--- src/rtl/branch_pkg.sv ---
// branch_pkg
// Shared types and constants for the branch resolution slice.
//   bq_entry_t : one in-flight prediction {pc, hit, pred, target}
//   br_state_t : resolver FSM states (RUN, FLUSH)
//   PC_STEP    : sequential fetch increment used for not-taken redirects
package branch_pkg;

    typedef struct packed {
        logic [31:0] pc;
        logic        hit;
        logic        pred;
        logic [31:0] target;
    } bq_entry_t;

    typedef enum logic {
        RUN   = 1'b0,
        FLUSH = 1'b1
    } br_state_t;

    localparam logic [31:0] PC_STEP = 32'd4;

endpackage

--- src/rtl/branch_queue.sv ---
// branch_queue
// Program-order FIFO of fetch-time predictions.
// Ports:
//   clk, rst_n : clock, asynchronous active-low reset
//   push       : enqueue push_data (ignored while full)
//   push_data  : entry to enqueue
//   pop        : drop the head entry (ignored while empty)
//   clear      : discard every entry; wins over push and pop
//   full       : DEPTH entries held (registered)
//   empty      : no entries held (registered)
//   head       : oldest entry, valid while !empty
module branch_queue
    import branch_pkg::*;
#(
    parameter int DEPTH = 4
) (
    input  logic      clk,
    input  logic      rst_n,
    input  logic      push,
    input  bq_entry_t push_data,
    input  logic      pop,
    input  logic      clear,
    output logic      full,
    output logic      empty,
    output bq_entry_t head
);

    localparam int PW = $clog2(DEPTH);
    localparam logic [PW:0] FULL_COUNT = (PW+1)'(DEPTH);

    bq_entry_t      mem [DEPTH];
    logic [PW-1:0]  wr_ptr;
    logic [PW-1:0]  rd_ptr;
    logic [PW:0]    count;
    logic           do_push;
    logic           do_pop;

    // full is judged on the count before this edge, so a push while full
    // is dropped even if a pop frees a slot in the same cycle.
    assign do_push = push && !full;
    assign do_pop  = pop && !empty;

    // Pointers wrap naturally because DEPTH is a power of two.
    always_ff @(posedge clk or negedge rst_n) begin
        if (!rst_n) begin
            wr_ptr <= '0;
            rd_ptr <= '0;
            count  <= '0;
            for (int i = 0; i < DEPTH; i++) begin
                mem[i] <= '0;
            end
        end else if (clear) begin
            wr_ptr <= '0;
            rd_ptr <= '0;
            count  <= '0;
        end else begin
            if (do_push) begin
                mem[wr_ptr] <= push_data;
                wr_ptr      <= wr_ptr + 1'b1;
            end
            if (do_pop) begin
                rd_ptr <= rd_ptr + 1'b1;
            end
            case ({do_push, do_pop})
                2'b10:   count <= count + 1'b1;
                2'b01:   count <= count - 1'b1;
                default: count <= count;
            endcase
        end
    end

    assign full  = (count == FULL_COUNT);
    assign empty = (count == '0);
    assign head  = mem[rd_ptr];

endmodule

--- src/rtl/branch_resolver.sv ---
// branch_resolver
// Checks queued fetch predictions against execute's resolution, drives the
// branch target table update port and issues a redirect plus a fixed-length
// flush on a mispredict.
// Optional feature: define BRANCH_STATS_EN to add stat_branches and
// stat_mispredicts (32-bit wrapping counters, cleared by reset).
// Ports:
//   clk, rst_n                         : clock, asynchronous active-low reset
//   push, push_pc/hit/pred/target      : fetch-time prediction to enqueue
//   full, empty                        : queue occupancy flags
//   res_valid, res_is_branch,
//   res_taken, res_target              : resolution of the oldest entry
//   write_rp, write_rt                 : table prediction / tag+target strobes
//   result_alu, b_dest_in,
//   instruction_update                 : table update data
//   redirect_valid, redirect_pc        : one-cycle fetch redirect
//   flush                              : kill younger in-flight instructions
module branch_resolver
    import branch_pkg::*;
#(
    parameter int DEPTH        = 4,
    parameter int FLUSH_CYCLES = 2
) (
    input  logic        clk,
    input  logic        rst_n,
    input  logic        push,
    input  logic [31:0] push_pc,
    input  logic        push_hit,
    input  logic        push_pred,
    input  logic [31:0] push_target,
    output logic        full,
    output logic        empty,
    input  logic        res_valid,
    input  logic        res_is_branch,
    input  logic        res_taken,
    input  logic [31:0] res_target,
    output logic        write_rp,
    output logic        write_rt,
    output logic        result_alu,
    output logic [31:0] b_dest_in,
    output logic [31:0] instruction_update,
    output logic        redirect_valid,
    output logic [31:0] redirect_pc,
    output logic        flush
`ifdef BRANCH_STATS_EN
    ,
    output logic [31:0] stat_branches,
    output logic [31:0] stat_mispredicts
`endif
);

    localparam int CW = (FLUSH_CYCLES > 1) ? $clog2(FLUSH_CYCLES) : 1;
    localparam logic [CW-1:0] FLUSH_LOAD = CW'(FLUSH_CYCLES - 1);

    br_state_t     state;
    br_state_t     state_next;
    logic [CW-1:0] flush_cnt;
    logic [CW-1:0] flush_cnt_next;

    bq_entry_t     head;
    bq_entry_t     push_entry;
    logic          do_push;
    logic          do_pop;
    logic          branch_pop;
    logic          ptaken;
    logic          target_differs;
    logic          mispredict;
    logic          need_rt;

    assign push_entry = '{pc: push_pc, hit: push_hit, pred: push_pred, target: push_target};

    // Both push and resolve are frozen outside RUN; the queue gates them
    // further on full/empty.
    assign do_push = push && (state == RUN);
    assign do_pop  = res_valid && !empty && (state == RUN);

    assign branch_pop     = do_pop && res_is_branch;
    assign ptaken         = head.hit & head.pred;
    assign target_differs = (head.target != res_target);
    assign mispredict     = branch_pop &&
                            ((res_taken != ptaken) || (res_taken && ptaken && target_differs));
    assign need_rt        = branch_pop && res_taken && (!head.hit || target_differs);

    // A mispredict clears the queue; the clear also swallows a same-cycle push.
    branch_queue #(
        .DEPTH (DEPTH)
    ) u_queue (
        .clk       (clk),
        .rst_n     (rst_n),
        .push      (do_push),
        .push_data (push_entry),
        .pop       (do_pop),
        .clear     (mispredict),
        .full      (full),
        .empty     (empty),
        .head      (head)
    );

    // FSM state register and flush down-counter.
    always_ff @(posedge clk or negedge rst_n) begin
        if (!rst_n) begin
            state     <= RUN;
            flush_cnt <= '0;
        end else begin
            state     <= state_next;
            flush_cnt <= flush_cnt_next;
        end
    end

    // Next state: FLUSH lasts FLUSH_CYCLES cycles, counting down to zero.
    always_comb begin
        state_next     = state;
        flush_cnt_next = flush_cnt;
        case (state)
            RUN: begin
                if (mispredict) begin
                    state_next     = FLUSH;
                    flush_cnt_next = FLUSH_LOAD;
                end
            end
            FLUSH: begin
                if (flush_cnt == '0) begin
                    state_next = RUN;
                end else begin
                    flush_cnt_next = flush_cnt - 1'b1;
                end
            end
            default: begin
                state_next     = RUN;
                flush_cnt_next = '0;
            end
        endcase
    end

    // FSM outputs.
    always_comb begin
        flush = (state == FLUSH);
    end

    // Registered update port and redirect. Strobes pulse for one cycle; the
    // data fields hold their last value between branch resolutions.
    always_ff @(posedge clk or negedge rst_n) begin
        if (!rst_n) begin
            write_rp           <= 1'b0;
            write_rt           <= 1'b0;
            result_alu         <= 1'b0;
            b_dest_in          <= '0;
            instruction_update <= '0;
            redirect_valid     <= 1'b0;
            redirect_pc        <= '0;
        end else begin
            write_rp       <= branch_pop;
            write_rt       <= need_rt;
            redirect_valid <= mispredict;
            if (branch_pop) begin
                result_alu         <= res_taken;
                b_dest_in          <= res_target;
                instruction_update <= head.pc;
            end
            if (mispredict) begin
                redirect_pc <= res_taken ? res_target : (head.pc + PC_STEP);
            end
        end
    end

`ifdef BRANCH_STATS_EN
    // Resolution statistics, wrapping at 2^32.
    always_ff @(posedge clk or negedge rst_n) begin
        if (!rst_n) begin
            stat_branches    <= '0;
            stat_mispredicts <= '0;
        end else begin
            if (branch_pop) begin
                stat_branches <= stat_branches + 32'd1;
            end
            if (mispredict) begin
                stat_mispredicts <= stat_mispredicts + 32'd1;
            end
        end
    end
`endif

endmodule

--- config.mk ---
export PLATFORM = sky130hd
export DESIGN_NAME = branch_resolver
export DESIGN_NICKNAME = d
export VERILOG_FILES = /design/src/rtl/branch_pkg.sv /design/src/rtl/branch_queue.sv /design/src/rtl/branch_resolver.sv
export SDC_FILE = /design/constraint.sdc
export NUM_CORES = 1
export LEC_CHECK = 0
export CORE_UTILIZATION = 45
export CTS_CLUSTER_SIZE = 24
export DETAILED_ROUTE_END_ITERATION = 16
export GPL_TIMING_DRIVEN = 1
export PLACE_DENSITY = 0.76
export SYNTH_ARGS = -nofsm -noshare
export SYNTH_HDL_FRONTEND = slang
export SYNTH_HIERARCHICAL = 1
export SYNTH_SLANG_ARGS = --single-unit
export TNS_END_PERCENT = 50
--- constraint.sdc ---
create_clock -name clk -period 9.86 [get_ports clk]
set_clock_uncertainty 0.15 [all_clocks]
set_input_delay 1.479 -clock clk [delete_from_list [all_inputs] [get_ports clk]]
set_output_delay 1.479 -clock clk [all_outputs]
set_load 0.01 [all_outputs]
# Word-level counts from Yosys, hierarchy flattened
# Cells that the tools add are included.
# op_classes
n_addsub,6
n_lt_le_gt_ge,3
eq_ne,6
mux,19
bitwise_logic,5
reduce_logical,22
# ops
cell,n
264-bit bitwise mux,1
66-bit 2-to-1 mux,3
66-bit binary-select mux with 2-bit select,1
66-bit demux with 2-bit select,1
"32-bit by 3-bit adder with 32-bit output, second input constant",1
32-bit 2-to-1 mux,1
32-bit inequality test,1
1-bit logical AND,12
2-bit 2-to-1 mux,4
"3-bit >= comparator, second input constant",2
2-bit inverter with 3-bit output,2
3-bit one-hot mux with 2 select lines,1
"2-bit by 1-bit adder with 2-bit output, second input constant",2
1-bit 2-to-1 mux,4
1-bit one-hot mux with 2 select lines,2
2-bit nonzero test,2
"3-bit by 1-bit adder with 3-bit output, second input constant",1
"3-bit equality test, second input constant",1
1-bit zero test,3
3-bit zero test,1
"3-bit by 1-bit less-than comparator with 1-bit output, second input constant",1
3-bit 2-to-1 mux,1
3-bit nonzero test,1
"3-bit by 1-bit subtractor with 3-bit output, second input constant",1
9 further kinds,11
# word_totals
register_bits,373
output_inout_bits,103
wordCells,89

# Depth between registers and ports, before layout
# logic_depth
ltp_word,11
ltp_mapped,15
mapped_depth_nobuf,9

# Cells and area by module
# Netlist, hierarchy kept.
# modules_own_cells
mod,instances,cells_each,area_each_um2,seq_area_each_um2
branch_queue,1,703,12828.6,6781.5
branch_resolver,1,411,5122.4,2552.4

# Worst setup path before layout
# No wires, ideal clock.
# synth_path
path_kind,reg-to-reg
startpoint,reg u_queue.rd_ptr[0]
endpoint,reg u_queue/mem[100] (netlist bit)
setup_ns,0.125
arrival_time_ns,3.528
path_slack_ns,6.057
path_stages_with_launch,16
n_path_buf,6
synth_period_minus_slack_ns,3.803
cell_sequence,dfrtp_1 > clkbuf_1 > buf_4 > buf_2 > mux4_2 > xor2_1 > nor4_1 > nand4_1 > nor2_2 > o21ai_4 > buf_6 > and2b_2 > nand3_4 > buf_12 > buf_12 > mux2_4
# synth_rtl
item,line_no,rtl
start: declaration,branch_queue.sv:33,logic [PW-1:0] rd_ptr;
start signal: assignment,branch_queue.sv:62,rd_ptr <= rd_ptr + 1'b1;
end signal: indexed assignment,branch_queue.sv:58,mem[wr_ptr] <= push_data;
end: declaration,branch_queue.sv:31,bq_entry_t mem [DEPTH];

==> flow_metrics.tcl <==
set metrics [dict create \
    status "complete, no violations" \
    die-area_sq_um 40690 \
    irDropWorstVdd_v 0.0002467 \
    dpl_cell_area_sq_um 20090 \
    r2r-end "u_queue/mem[244]$_DFFE_PN0P_" \
    holdPathStages 1 \
    area_delta_synth_final_pct 19.14 \
    grt_pass1_wl_um 66170 \
    ys_types 50 \
    ant_nets 0 \
    tns_ns 0 \
    drive_above_1_share 0.3908 \
    max_slew.worst_pin.slew_ns 1.033 \
    antenna_found_initial 8 \
    gp_congestion 0.7986 \
    async_flop_share 1.000 \
    reg2regPathDepth 11 \
    cp.required_ns 10.12 \
    die_h_um 201.7 \
    synth_cells 1114 \
    routed_wirelength_um 43080 \
    vias_per_cell 5.460 \
    cts_resized 0 \
    crit_path_end_kind "flop" \
    final_nets 1416 \
    power_density_nw_per_um2 359.0 \
    mostFrequentLayoutCell "dfrtp_1" \
    finalSetupViolations 0 \
    die_x_um 201.7 \
    min_to "u_queue/mem[81]$_DFFE_PN0P_" \
    rrSetupSlack_ns 3.98 \
    hold_start "u_queue/mem[81]$_DFFE_PN0P_" \
    path_cells "buf_4 > mux4_2 > xor2_1 > nor4_1 > nand4_1 > nor2_2 > o21ai_4 > and2b_2 > nand3_4 > buf_4 > mux2_4" \
    grt_max_degree 155 \
    start_util 0.4602 \
    avgSynthCellArea_sq_um 16.11 \
    synth_edf_count 0 \
    io_buffers 206 \
    min_path_type "flop to flop" \
    nFillCells 3033 \
    hold_violations 0 \
    rsz0062_at_grt "false" \
    slew_headroom 0.3110 \
    crit_top_cell "buf_4" \
    worstPathArrival_ns 6.14 \
    drt_drc_violations_left 0 \
    cts_tree "done" \
    clock_path_buffers 3 \
    cap_violations 0 \
    cp-startpoint "u_queue/rd_ptr[0]$_DFFE_PN0P_" \
    fin_area_sq_um 21390 \
    timing.final.crit_share 0.5965 \
    synth_top_area_frac 0.5200 \
    yosys_register_bits 373 \
    io_pins 207 \
    vias 10130 \
    max_stage_delay_ns 0.99 \
    ys.flop_type "dfrtp_1" \
    wl_per_cell_um 23.22 \
    fp-row-count 72 \
    dr.first_iter.drc_count 666 \
    first_global_vias 10650 \
    ys_warn_count 6 \
    cts_hold_buf 0 \
    ys_seq_area_frac 0.5200 \
    clockRootBuffer "clkbuf_16" \
    cts_buffers 39 \
    timing.rr.start "u_queue/rd_ptr[0]$_DFFE_PN0P_" \
    clk_latency_ns 0.53 \
    syn-cell-area_sq_um 17950 \
    leakagePower_nw 9.388 \
    grt_overflow 0 \
    criticalPathCategory "flop to flop" \
    dp_hpwl_um 28810 \
    core_sq_um 39010 \
    track_usage 0.2146 \
    clkSinkCount 373 \
    synth_area_leaders "dfrtp_1, mux2_4, mux2_2" \
    critPathSlowestCell "dfrtp_4" \
    cts_post_setup_buffers_inserted 0 \
    synth.largest_area_cell "dfrtp_1" \
    htreeDepth 2 \
    syn_nets 1225 \
    path_max_fanout 40 \
    cp-start-kind "flop" \
    mostFrequentLayoutCells "dfrtp_1, clkdlybuf4s50_1, mux2_4" \
    slew_viol_final 0 \
    period_minus_slack_ns 5.881 \
    cts.clk_slew.worst_paths_ns 0.06 \
    dr.pass1.iters 4 \
    timing.fmax_mhz 170.0 \
]
==> cell families after synthesis <==
| family | share of synthesized area |
|---|---|
| compound gates | 0.01540 |
| xor+xnor | 0.03074 |
| fa+ha+maj | 0.005297 |
| buf+inv | 0.03938 |
| flops | 0.5200 |
| mux | 0.3509 |
| simple gates | 0.03834 |
==> power breakdown <==
part | internal, W | switching (W) | total [W]
registers | 0.00231 | 0.000515 | 0.00283
logic | 0.00203 | 0.00134 | 0.00337
clock network | 0.000881 | 0.000601 | 0.00148
total | 0.00523 | 0.00245 | 0.00768
==> Yosys cell counts (2+ instances only) <==
cell type	number
mux2_4	187
nand2_1	38
clkbuf_1	11
buf_12	20
and3_1	3
dfrtp_1	373
ha_1	6
mux4_2	66
and2_1	2
a21o_1	2
nand2b_1	3
nand3b_1	3
and4_1	2
nor2_2	3
nand4_1	11
a31oi_1	3
a21oi_1	5
o21ai_0	29
nand3_1	16
buf_6	5
nor2_1	8
nor4_1	10
xnor2_1	9
nor3_1	3
nand3_4	4
xor2_1	54
buf_4	11
and4_4	2
buf_2	17
or4_1	2
mux2_2	178
buf_1	4
inv_1	7
==> sequential cells by signal, summed over array words and instances (netlist names) <==
| register | cells |
|---|---|
| b_dest_in | 32 |
| write_rp | 1 |
| redirect_valid | 1 |
| flush_cnt | 1 |
| write_rt | 1 |
| flush | 1 |
| result_alu | 1 |
| redirect_pc | 32 |
| u_queue/wr_ptr | 2 |
| instruction_update | 32 |
| u_queue/count | 3 |
| u_queue/mem | 264 |
| u_queue/rd_ptr | 2 |
==> worst max-delay path, delay by kind of cell (launching register included) <==
family,cells,cell delay [ns]
buffers and inverters,2,1.26
and+or+nand+nor,5,2.07
muxes,2,0.96
AOI/OAI and AO/OA,1,0.10
xor gates and xnor gates,1,0.16
DFF,1,0.99
==> per-stage QoR <==
stage	power [W]	instances	worst slack, ns	util	hold slack, ns
floorplan	0.005164	1114	6.057	-	0.3039
global placement	0.006093	1782	3.784	0.5150	0.3123
detailed placement	0.006203	1782	3.624	0.5150	0.3234
CTS	0.007723	1851	3.958	0.5480	0.3511
global route	0.008081	1853	3.745	0.5481	0.3594
finish	0.007678	1855	3.979	0.5483	0.3506
==> how the worst max path moves through the flow <==
stage | to | slack [ns] | depth (start not counted)
CTS | u_queue/mem[246]$_DFFE_PN0P_ | 3.96 | 11
detailed placement | u_queue/mem[230]$_DFFE_PN0P_ | 3.62 | 9
floorplan | u_queue/mem[100]$_DFFE_PN0P_ | 6.06 | 15
global route | u_queue/mem[244]$_DFFE_PN0P_ | 3.75 | 11
global placement | u_queue/mem[3]$_DFFE_PN0P_ | 3.78 | 9
finish | u_queue/mem[244]$_DFFE_PN0P_ | 3.98 | 11
==> layer usage <==
metal,track usage,vias up,wire (um)
met5,0,-,50
met4,0.06358,8,965
met3,0.04470,63,2333
met2,0.3293,275,20120
met1,0.3071,5330,19610
li1,-,4452,-
==> layout make-up <==
cell class,count,area [sq um],area share
inverters,7,26.28,0.001229
multi-input cells,666,7913,0.3700
clock buffers,60,1187,0.05552
diodes,4,10.01,0.0004680
repair buffers,218,2165,0.1012
well taps,518,648.1,0.03030
clock inverters,9,98.84,0.004622
flip-flops and latches,373,9339,0.4367
No activity file was read; power rests on OpenSTA's default activity.
